===== config.mk =====
export PLATFORM = sky130hd
export DESIGN_NAME = pipe_stage_reg
export DESIGN_NICKNAME = d
export VERILOG_FILES = /design/src/rtl/pipe_pkg.sv /design/src/rtl/pipe_sat_counter.sv /design/src/rtl/pipe_stage_reg.sv
export SDC_FILE = /design/constraint.sdc
export NUM_CORES = 1
export LEC_CHECK = 0
export CELL_PAD_IN_SITES_DETAIL_PLACEMENT = 1
export CELL_PAD_IN_SITES_GLOBAL_PLACEMENT = 1
export CORE_ASPECT_RATIO = 1.4
export CORE_UTILIZATION = 42
export CTS_CLUSTER_DIAMETER = 80
export DETAILED_ROUTE_END_ITERATION = 6
export PLACE_DENSITY_LB_ADDON = 0.1
export SYNTH_ARGS = -nofsm -noshare
export SYNTH_HDL_FRONTEND = slang
export SYNTH_SLANG_ARGS = --single-unit
export TNS_END_PERCENT = 30

===== constraint.sdc =====
create_clock -name sysclk -period 4.4 [get_ports sysclk]
set_input_delay 0.88 -clock sysclk [delete_from_list [all_inputs] [get_ports sysclk]]
set_output_delay 0.88 -clock sysclk [all_outputs]
set_load 0.02 [all_outputs]

===== src/rtl/pipe_pkg.sv =====
// Shared definitions for pipeline stage registers: state encoding and default NOP control.
// Latency: none (package only).
// Backpressure: not applicable.
package pipe_pkg;

  // Occupancy state of a stage register.
  localparam int unsigned PIPE_ST_W = 2;
  localparam logic [PIPE_ST_W-1:0] ST_EMPTY = 2'd0;  // nothing held
  localparam logic [PIPE_ST_W-1:0] ST_FULL  = 2'd1;  // main register valid
  localparam logic [PIPE_ST_W-1:0] ST_SKID  = 2'd2;  // main and skid both valid

  // Control value that decodes as a NOP in every downstream stage.
  localparam int unsigned CTRL_BUBBLE_DEFAULT = 0;

  // True when a state holds at least one entry that is presented downstream.
  function automatic logic st_has_entry(input logic [PIPE_ST_W-1:0] st);
    return (st != ST_EMPTY);
  endfunction

endpackage


===== src/rtl/pipe_sat_counter.sv =====
// Saturating up-counter with synchronous clear, used for stall-cycle debug counts.
// Latency: count reflects inc/clr of a cycle on the following cycle.
// Backpressure: none; sticks at all-ones instead of wrapping, clr wins over inc.
module pipe_sat_counter #(
  parameter int CNT_W = 16
) (
  input  logic             sysclk,
  input  logic             reset,
  input  logic             inc,
  input  logic             clr,
  output logic [CNT_W-1:0] count
);

  localparam logic [CNT_W-1:0] CNT_MAX = '1;

  logic [CNT_W-1:0] r_count;
  logic             w_at_max;

  assign w_at_max = (r_count == CNT_MAX);

  // Clear has priority; otherwise step up until the counter pins at its maximum.
  always_ff @(posedge sysclk or negedge reset) begin
    if (!reset) begin
      r_count <= '0;
    end else if (clr) begin
      r_count <= '0;
    end else if (inc && !w_at_max) begin
      r_count <= r_count + 1'b1;
    end
  end

  assign count = r_count;

endmodule


===== src/rtl/pipe_stage_reg.sv =====
// Generic valid/ready pipeline stage register with a 2-entry skid buffer, flush and stall counter.
// Latency: 1 cycle from accept to out_valid when empty; sustains 1 transfer/cycle.
// Backpressure: a second entry lands in the skid slot; registered in_ready drops only while skid is occupied.
module pipe_stage_reg
  import pipe_pkg::*;
#(
  parameter int                CTRL_W      = 17,
  parameter int                DATA_W      = 128,
  parameter logic [CTRL_W-1:0] CTRL_BUBBLE = CTRL_W'(CTRL_BUBBLE_DEFAULT),
  parameter int                CNT_W       = 16
) (
  input  logic              sysclk,
  input  logic              reset,
  input  logic              in_valid,
  output logic              in_ready,
  input  logic [CTRL_W-1:0] in_ctrl,
  input  logic [DATA_W-1:0] in_data,
  input  logic              flush,
  output logic              out_valid,
  input  logic              out_ready,
  output logic [CTRL_W-1:0] out_ctrl,
  output logic [DATA_W-1:0] out_data,
  input  logic              clr_cnt,
  output logic [CNT_W-1:0]  stall_cnt
);

  // State and registered handshake.
  logic [PIPE_ST_W-1:0] r_state;
  logic [PIPE_ST_W-1:0] w_state_nxt;
  logic                 r_in_ready;

  // Main (presented) entry and skid (overflow) entry.
  logic [CTRL_W-1:0]    r_main_ctrl;
  logic [DATA_W-1:0]    r_main_data;
  logic [CTRL_W-1:0]    r_skid_ctrl;
  logic [DATA_W-1:0]    r_skid_data;

  // Datapath load enables decoded from the state transition.
  logic                 w_load_main_in;
  logic                 w_load_main_skid;
  logic                 w_load_skid;

  logic                 w_out_valid;
  logic                 w_in_acc;
  logic                 w_out_acc;
  logic                 w_stall;

  assign w_out_valid = st_has_entry(r_state);
  assign w_in_acc    = in_valid & r_in_ready;
  assign w_out_acc   = w_out_valid & out_ready;
  assign w_stall     = w_out_valid & ~out_ready;

  // Next-state and load decode; flush overrides everything and discards any offered entry.
  always_comb begin
    w_state_nxt      = r_state;
    w_load_main_in   = 1'b0;
    w_load_main_skid = 1'b0;
    w_load_skid      = 1'b0;
    case (r_state)
      ST_EMPTY: begin
        if (w_in_acc) begin
          w_load_main_in = 1'b1;
          w_state_nxt    = ST_FULL;
        end
      end
      ST_FULL: begin
        if (w_in_acc && w_out_acc) begin
          // Downstream drains main while upstream refills it: stay full.
          w_load_main_in = 1'b1;
        end else if (w_out_acc) begin
          w_state_nxt = ST_EMPTY;
        end else if (w_in_acc) begin
          // Stalled with a new entry arriving: park it in the skid slot.
          w_load_skid = 1'b1;
          w_state_nxt = ST_SKID;
        end
      end
      ST_SKID: begin
        // in_ready is low here, so only the drain side can move.
        if (w_out_acc) begin
          w_load_main_skid = 1'b1;
          w_state_nxt      = ST_FULL;
        end
      end
      default: begin
        w_state_nxt = ST_EMPTY;
      end
    endcase
    if (flush) begin
      w_state_nxt      = ST_EMPTY;
      w_load_main_in   = 1'b0;
      w_load_main_skid = 1'b0;
      w_load_skid      = 1'b0;
    end
  end

  // State register; in_ready is registered from the next state so it has no input-to-output path.
  always_ff @(posedge sysclk or negedge reset) begin
    if (!reset) begin
      r_state    <= ST_EMPTY;
      r_in_ready <= 1'b1;
    end else begin
      r_state    <= w_state_nxt;
      r_in_ready <= (w_state_nxt != ST_SKID);
    end
  end

  // Main register loads from the input or promotes the skid entry; it is left stale when emptied.
  always_ff @(posedge sysclk or negedge reset) begin
    if (!reset) begin
      r_main_ctrl <= '0;
      r_main_data <= '0;
    end else if (w_load_main_in) begin
      r_main_ctrl <= in_ctrl;
      r_main_data <= in_data;
    end else if (w_load_main_skid) begin
      r_main_ctrl <= r_skid_ctrl;
      r_main_data <= r_skid_data;
    end
  end

  // Skid register captures the entry that arrives while the main entry is stalled.
  always_ff @(posedge sysclk or negedge reset) begin
    if (!reset) begin
      r_skid_ctrl <= '0;
      r_skid_data <= '0;
    end else if (w_load_skid) begin
      r_skid_ctrl <= in_ctrl;
      r_skid_data <= in_data;
    end
  end

  // Stall cycles: an entry is presented but downstream refuses it (flush cycles included).
  pipe_sat_counter #(
    .CNT_W (CNT_W)
  ) u_stall_cnt (
    .sysclk (sysclk),
    .reset  (reset),
    .inc    (w_stall),
    .clr    (clr_cnt),
    .count  (stall_cnt)
  );

  assign in_ready  = r_in_ready;
  assign out_valid = w_out_valid;
  // Downstream sees a NOP control word whenever nothing valid is held.
  assign out_ctrl  = w_out_valid ? r_main_ctrl : CTRL_BUBBLE;
  assign out_data  = r_main_data;

endmodule


==> flow_summary.json, run 1 <==
{
  "rows": 76,
  "final_cell_mix": "clkdlybuf4s50_1, dfrtp_1, a21oi_1, nor2_1, mux2_2",
  "overflow": 0,
  "postCtsSetupBuffers": 0,
  "maxCapViolCount": 0,
  "cts_tree": "built",
  "die_h_um": 211,
  "critPathLaunchType": "register",
  "combPwrFrac_pct": 23.4,
  "numCtsBuffers": 31,
  "grt_pass1_vias": 10005,
  "fin_total_pwr_mw": 8.42,
  "core_area_um2": 30700,
  "vias_per_cell": 5.24,
  "power_frac_clock_pct": 30.7,
  "crit_arrival_ns": 2.21,
  "synth_area_um2": 13100,
  "dieArea_um2": 31900,
  "cts_root_buf": "clkbuf_16",
  "drtIter0Drc": 289,
  "cts_num_sinks": 309,
  "slew_headroom_pct": 46.7,
  "skew_ns": 0.0144,
  "dr.pass1.iters": 4,
  "yosysWarnings": 0,
  "status": "finished clean",
  "die_w_um": 151,
  "p_int_mw": 6.06,
  "routed_wl_um": 34200,
  "fin_setup_tns_ns": 0,
  "total_leakage_power_nw": 7.14,
  "antenna_found_initial": 1,
  "grt_max_degree": 85,
  "clk_pin_slew_ns": 0.06,
  "postCtsHoldBufs": 0,
  "p_per_area_nw_per_um2": 476,
  "fin_util_pct": 57.6,
  "cp_max_fo": 18,
  "portBuffers": 313,
  "ys_types": 39,
  "fin_crit_sh_pct": 70.2,
  "syn_inst": 1073,
  "p_switching_mw": 2.35,
  "num_vias": 9342,
  "n_fill_cell": 3167,
  "finalSetupViolCount": 0,
  "drt.antenna.violating_nets": 0,
  "crit_type": "register to output port",
  "irDropWorstVdd_mv": 0.342,
  "max_freq_mhz": 324,
  "hold_violations": 0,
  "grt_usage_pct": 21.7,
  "final_layout_size_suffix_gt1_share_pct": 15.7,
  "io_pins": 314,
  "tightest_slew_ns": 0.799,
  "mostFrequentLayoutCell": "clkdlybuf4s50_1",
  "fin_nets": 1521,
  "synth_fp_nets": 1225,
  "p_seq_share_pct": 45.9,
  "p_sw_share_pct": 28.0,
  "area_delta_synth_final_pct": 34.9,
  "hold_path.class": "primary input to asynchronous set/reset pin",
  "place_hpwl_um": 22800,
  "wire_per_inst_um": 19.2,
  "ys_seq_elements": 309,
  "insertion_delay_ns": 0.58,
  "post_cts_resized": 0,
  "ys_seq_area_share_pct": 59.0,
  "synth_area_per_cell_um2": 12.2,
  "rsz0062_at_grt": "false",
  "post-route-min-period_ns": 3.09,
  "seq_area_um2": 7730,
  "maxSlewViolCount": 0,
  "route.detailed.drc": 0,
  "initial_core_util_pct": 42.7,
  "grt_first_pass_wirelength_um": 54100,
  "worstPathRequired_ns": 3.52,
  "gp_congestion": 0.737,
  "htreeDepth": 1,
  "multiInputGateArea_um2": 5070,
  "clockBufferDepth": 3,
  "crit_path_end_kind": "output port"
}
stage by stage:
stage / cells / hold slack [ns] / area, um^2 / worst slack (ns)
final: 1782 / 0.243 / 17700 / 1.31
after global routing: 1782 / 0.293 / 17700 / 1.20
after CTS: 1781 / 0.279 / 17700 / 1.26
after detailed placement: 1726 / 0.494 / 16700 / 1.20
after global placement: 1726 / 0.487 / 16700 / 1.26
after floorplan: 1073 / 0.479 / 13100 / 2.16
path summary, 6_finish.rpt:
kind | end | slack, ns | startpoint | depth (start not counted)
setup / recovery | out_ctrl[6] | 1.31 | r_state[1] | 4
hold / removal | u_stall_cnt.count[13] | 0.24 | reset | 1
setup reg to reg | r_skid_data[81] | 2.04 | in_ready | 5
min in group sysclk | r_skid_data[23] | 0.50 | r_skid_data[23] | 1
max in group asynchronous | r_skid_data[72] | 3.05 | reset | 2
hold reg to reg | r_skid_data[23] | 0.50 | r_skid_data[23] | 1
cell families after synthesis:
group	synth area share, %
fa+ha+maj	0.0954
simple gates	7.31
compound gates	7.35
mux	23.8
buf+inv	2.46
flops	59.0
critical path: stages, from the launching register on:
cell and delay, ns:
dfrtp_1 0.52, nor2_1 0.09, buf_4 0.22, nor2b_1 0.13
clkdlybuf4s50_1 0.66
power by group through the flow:
stage	Sequential, mW	Clock (mW)	Combinational, mW
5_1_grt	3.95	2.77	2.13
2_1_floorplan	4.11	0	0.783
6_report	3.86	2.59	1.97
3_5_place_dp	3.91	0	1.99
3_3_place_gp	3.88	0	1.92
4_1_cts	3.87	2.67	2.00
metal layers:
| layer | track usage (%) | vias up | part of all wire (%) |
|---|---|---|---|
| met4 | 6.10 | 0 | 2.1 |
| met2 | 38.2 | 211 | 52 |
| met1 | 24.8 | 4742 | 38 |
| li1 | - | 4344 | - |
| met3 | 6.85 | 45 | 8.1 |
| met5 | 0 | - | 0 |
synth_stat cells (all sizes together):
master	number	area, um^2
and3	2	12.5
and2	1	6.26
ha	1	12.5
nand3b	1	7.51
dfrtp	308	7710
mux2i	146	1460
mux2	147	1660
dfstp	1	26.3
o31ai	8	60.1
o22a	1	8.76
o41ai	2	17.5
inv	6	22.5
o21ba	1	10.0
or4b	1	13.8
a311oi	1	8.76
buf	32	161
o21bai	2	15.0
or4	9	67.6
nand4	3	25.0
o21a	2	15.0
a21oi	158	791
nor2b	21	131
and4	2	17.5
or2	1	6.26
clkbuf	37	139
nand3	4	20.0
nor4	2	12.5
a31oi	1	6.26
nand2b	1	6.26
or3	2	12.5
nor3	3	15.0
o21ai	3	15.0
nor2	151	567
nand2	10	37.5
o311ai	1	8.76
a211oi	1	7.51
flip-flops by register name, summed over array words and instances, names as in the netlist:
name and flops:
u_stall_cnt.count 16, out_data 128, in_ready 1, r_main_ctrl 17, r_skid_ctrl 17, r_state 2
r_skid_data 128
layout make-up:
type	count	share of cell area, %
Sequential cell	309	43.7
Clock inverter	4	0.290
Multi-Input combinational cell	689	28.7
Tap cell	390	2.76
Antenna cell	1	0.0142
Clock buffer	51	5.27
Timing Repair Buffer	332	19.1
Inverter	6	0.127
(Power assumes the default switching activity.)
==> run 2: changes to the inputs <==
--- a/config.mk
+++ b/config.mk
@@ -8,7 +8,7 @@
 export CELL_PAD_IN_SITES_DETAIL_PLACEMENT = 1
 export CELL_PAD_IN_SITES_GLOBAL_PLACEMENT = 1
 export CORE_ASPECT_RATIO = 1.4
-export CORE_UTILIZATION = 42
+export CORE_UTILIZATION = 39
 export CTS_CLUSTER_DIAMETER = 80
 export DETAILED_ROUTE_END_ITERATION = 6
 export PLACE_DENSITY_LB_ADDON = 0.1
==> constraint.sdc (replaced) <==
create_clock -name sysclk -period 3 [get_ports sysclk]
set_input_delay 0.6 -clock sysclk [delete_from_list [all_inputs] [get_ports sysclk]]
set_output_delay 0.6 -clock sysclk [all_outputs]
set_load 0.02 [all_outputs]
==> run 2 against run 1 <==
Global-route usage decreased by 0.34 points. Highest routed layer is now met5. Worst setup slack got worse by 1.1 ns. Clock power grew 64%. Wire length grew 4.8%. Critical path depth unchanged. Clock skew decreased by 0.0052 ns. Critical endpoint is now out_ctrl[1]. Non-clock buffer count rose by 26. Largest cell class unchanged.
==> flow_summary.json, run 2 (synthesized netlist as in run 1, its figures left out) <==
{
  "n_fill_cell": 3486,
  "cts_root_buf": "clkbuf_16",
  "drtIter0Drc": 312,
  "routed_wl_um": 35800,
  "total_leakage_power_nw": 7.39,
  "maxCapViolCount": 0,
  "dpl-instance-area_um2": 17000,
  "htreeDepth": 2,
  "rsz0062_at_grt": "false",
  "slew_headroom_pct": 50.8,
  "final_layout_size_suffix_gt1_share_pct": 18.0,
  "dieArea_um2": 34400,
  "portBuffers": 313,
  "vias_per_cell": 5.09,
  "antenna_found_initial": 4,
  "insertion_delay_ns": 0.52,
  "post-route-min-period_ns": 2.80,
  "final_cell_mix": "clkdlybuf4s50_1, dfrtp_1, a21oi_1, nor2_1, mux2_2",
  "finalSetupViolCount": 0,
  "num_vias": 9521,
  "cp_max_fo": 18,
  "io_pins": 314,
  "dp_cells": 1807,
  "maxSlewViolCount": 0,
  "fin_setup_tns_ns": 0,
  "die_h_um": 219,
  "gp_congestion": 0.745,
  "grt_usage_pct": 21.3,
  "path_buf_inv": 2,
  "tightest_slew_ns": 0.737,
  "drt.antenna.violating_nets": 0,
  "fin_total_pwr_mw": 12.8,
  "irDropWorstVdd_mv": 0.510,
  "skew_ns": 0.00918,
  "numCtsBuffers": 34,
  "crit_type": "register to output port",
  "rows": 79,
  "die_w_um": 157,
  "grt_pass1_vias": 10416,
  "crit_path_end_kind": "output port",
  "post-route-cell-area_um2": 18200,
  "crit_arrival_ns": 2.20,
  "worstPathRequired_ns": 2.40,
  "postCtsSetupBuffers": 0,
  "core_area_um2": 33200,
  "slowest_stage": "clkdlybuf4s50_1",
  "cts_num_sinks": 309,
  "fin_util_pct": 54.7,
  "initial_core_util_pct": 39.5,
  "grt_first_pass_wirelength_um": 56600,
  "area_delta_synth_final_pct": 38.5,
  "fin_crit_sh_pct": 93.2,
  "max_freq_mhz": 358,
  "clk_pin_slew_ns": 0.06,
  "crit_family": "buffers and inverters",
  "p_per_area_nw_per_um2": 707,
  "hold_violations": 0,
  "mostFrequentLayoutCell": "clkdlybuf4s50_1",
  "wire_per_inst_um": 19.2,
  "hold_path.class": "primary input to asynchronous set/reset pin",
  "critPathLaunchType": "register",
  "grt_max_degree": 84,
  "postCtsHoldBufs": 0,
  "worstPathCellList": "nor2_1, buf_4, nor2b_1, clkdlybuf4s50_1",
  "dr.pass1.iters": 4,
  "cts_tree": "built",
  "clockBufferDepth": 3,
  "place_hpwl_um": 25200,
  "overflow": 0,
  "route.detailed.drc": 0,
  "post_cts_resized": 0,
  "cpPeakStageDelay_ns": 0.64,
  "fin_nets": 1550,
  "status": "finished clean",
  "fin_cells": 1869
}
[run 2: final cells by class]
class	count	area [um^2]	area share, %
inverter	6	22.5	0.124
antenna	3	7.51	0.0413
sequential	309	7730	42.6
clock inverter	9	101	0.558
tap	445	557	3.07
multi-input combinational	689	5070	27.9
timing repair buffer	358	3630	20.0
clock buffer	50	1040	5.74
[run 2: worst reg2reg max path: cells and delay by family (launching register included)]
family          cells  cell delay (ns)
compound gates      1             0.06
buf+inv             2             0.39
flops               1             0.53
simple gates        3             0.90
[run 2: worst paths after layout]
check,start,to,slack (ns),cells past startpoint
max reg2reg,in_ready,out_data[35],0.99,6
min,reset,u_stall_cnt.count[9],0.07,1
min reg2reg,r_skid_data[66],r_skid_data[66],0.50,1
min in group sysclk,r_skid_data[66],r_skid_data[66],0.50,1
max in group asynchronous,reset,out_data[71],2.07,2
max,r_state[1],out_ctrl[1],0.20,4
[run 2: per-stage QoR]
stage / worst slack, ns / hold slack, ns
2_1_floorplan: 1.04 / 0.304
3_3_place_gp: 0.433 / 0.486
3_5_place_dp: 0.353 / 0.494
4_1_cts: 0.161 / 0.112
5_1_grt: 0.0939 / 0.111
6_report: 0.203 / 0.0720
[run 2: per-layer routing]
layer | share of wire, % | up-vias | wire [um] | GRT usage (%)
met5 | 0.036 | - | 13 | 0
met4 | 2.6 | 2 | 932 | 7.09
met3 | 6.6 | 56 | 2380 | 6.34
met2 | 52 | 221 | 18700 | 38.4
met1 | 39 | 4820 | 13800 | 23.7
li1 | - | 4422 | - | -
[run 2: power breakdown]
part           internal (mW)  switching [mW]  total, mW
clock                   2.58            1.67       4.24
sequential              5.15           0.515       5.67
combinational           1.58            1.34       2.93
total                   9.31            3.53       12.8
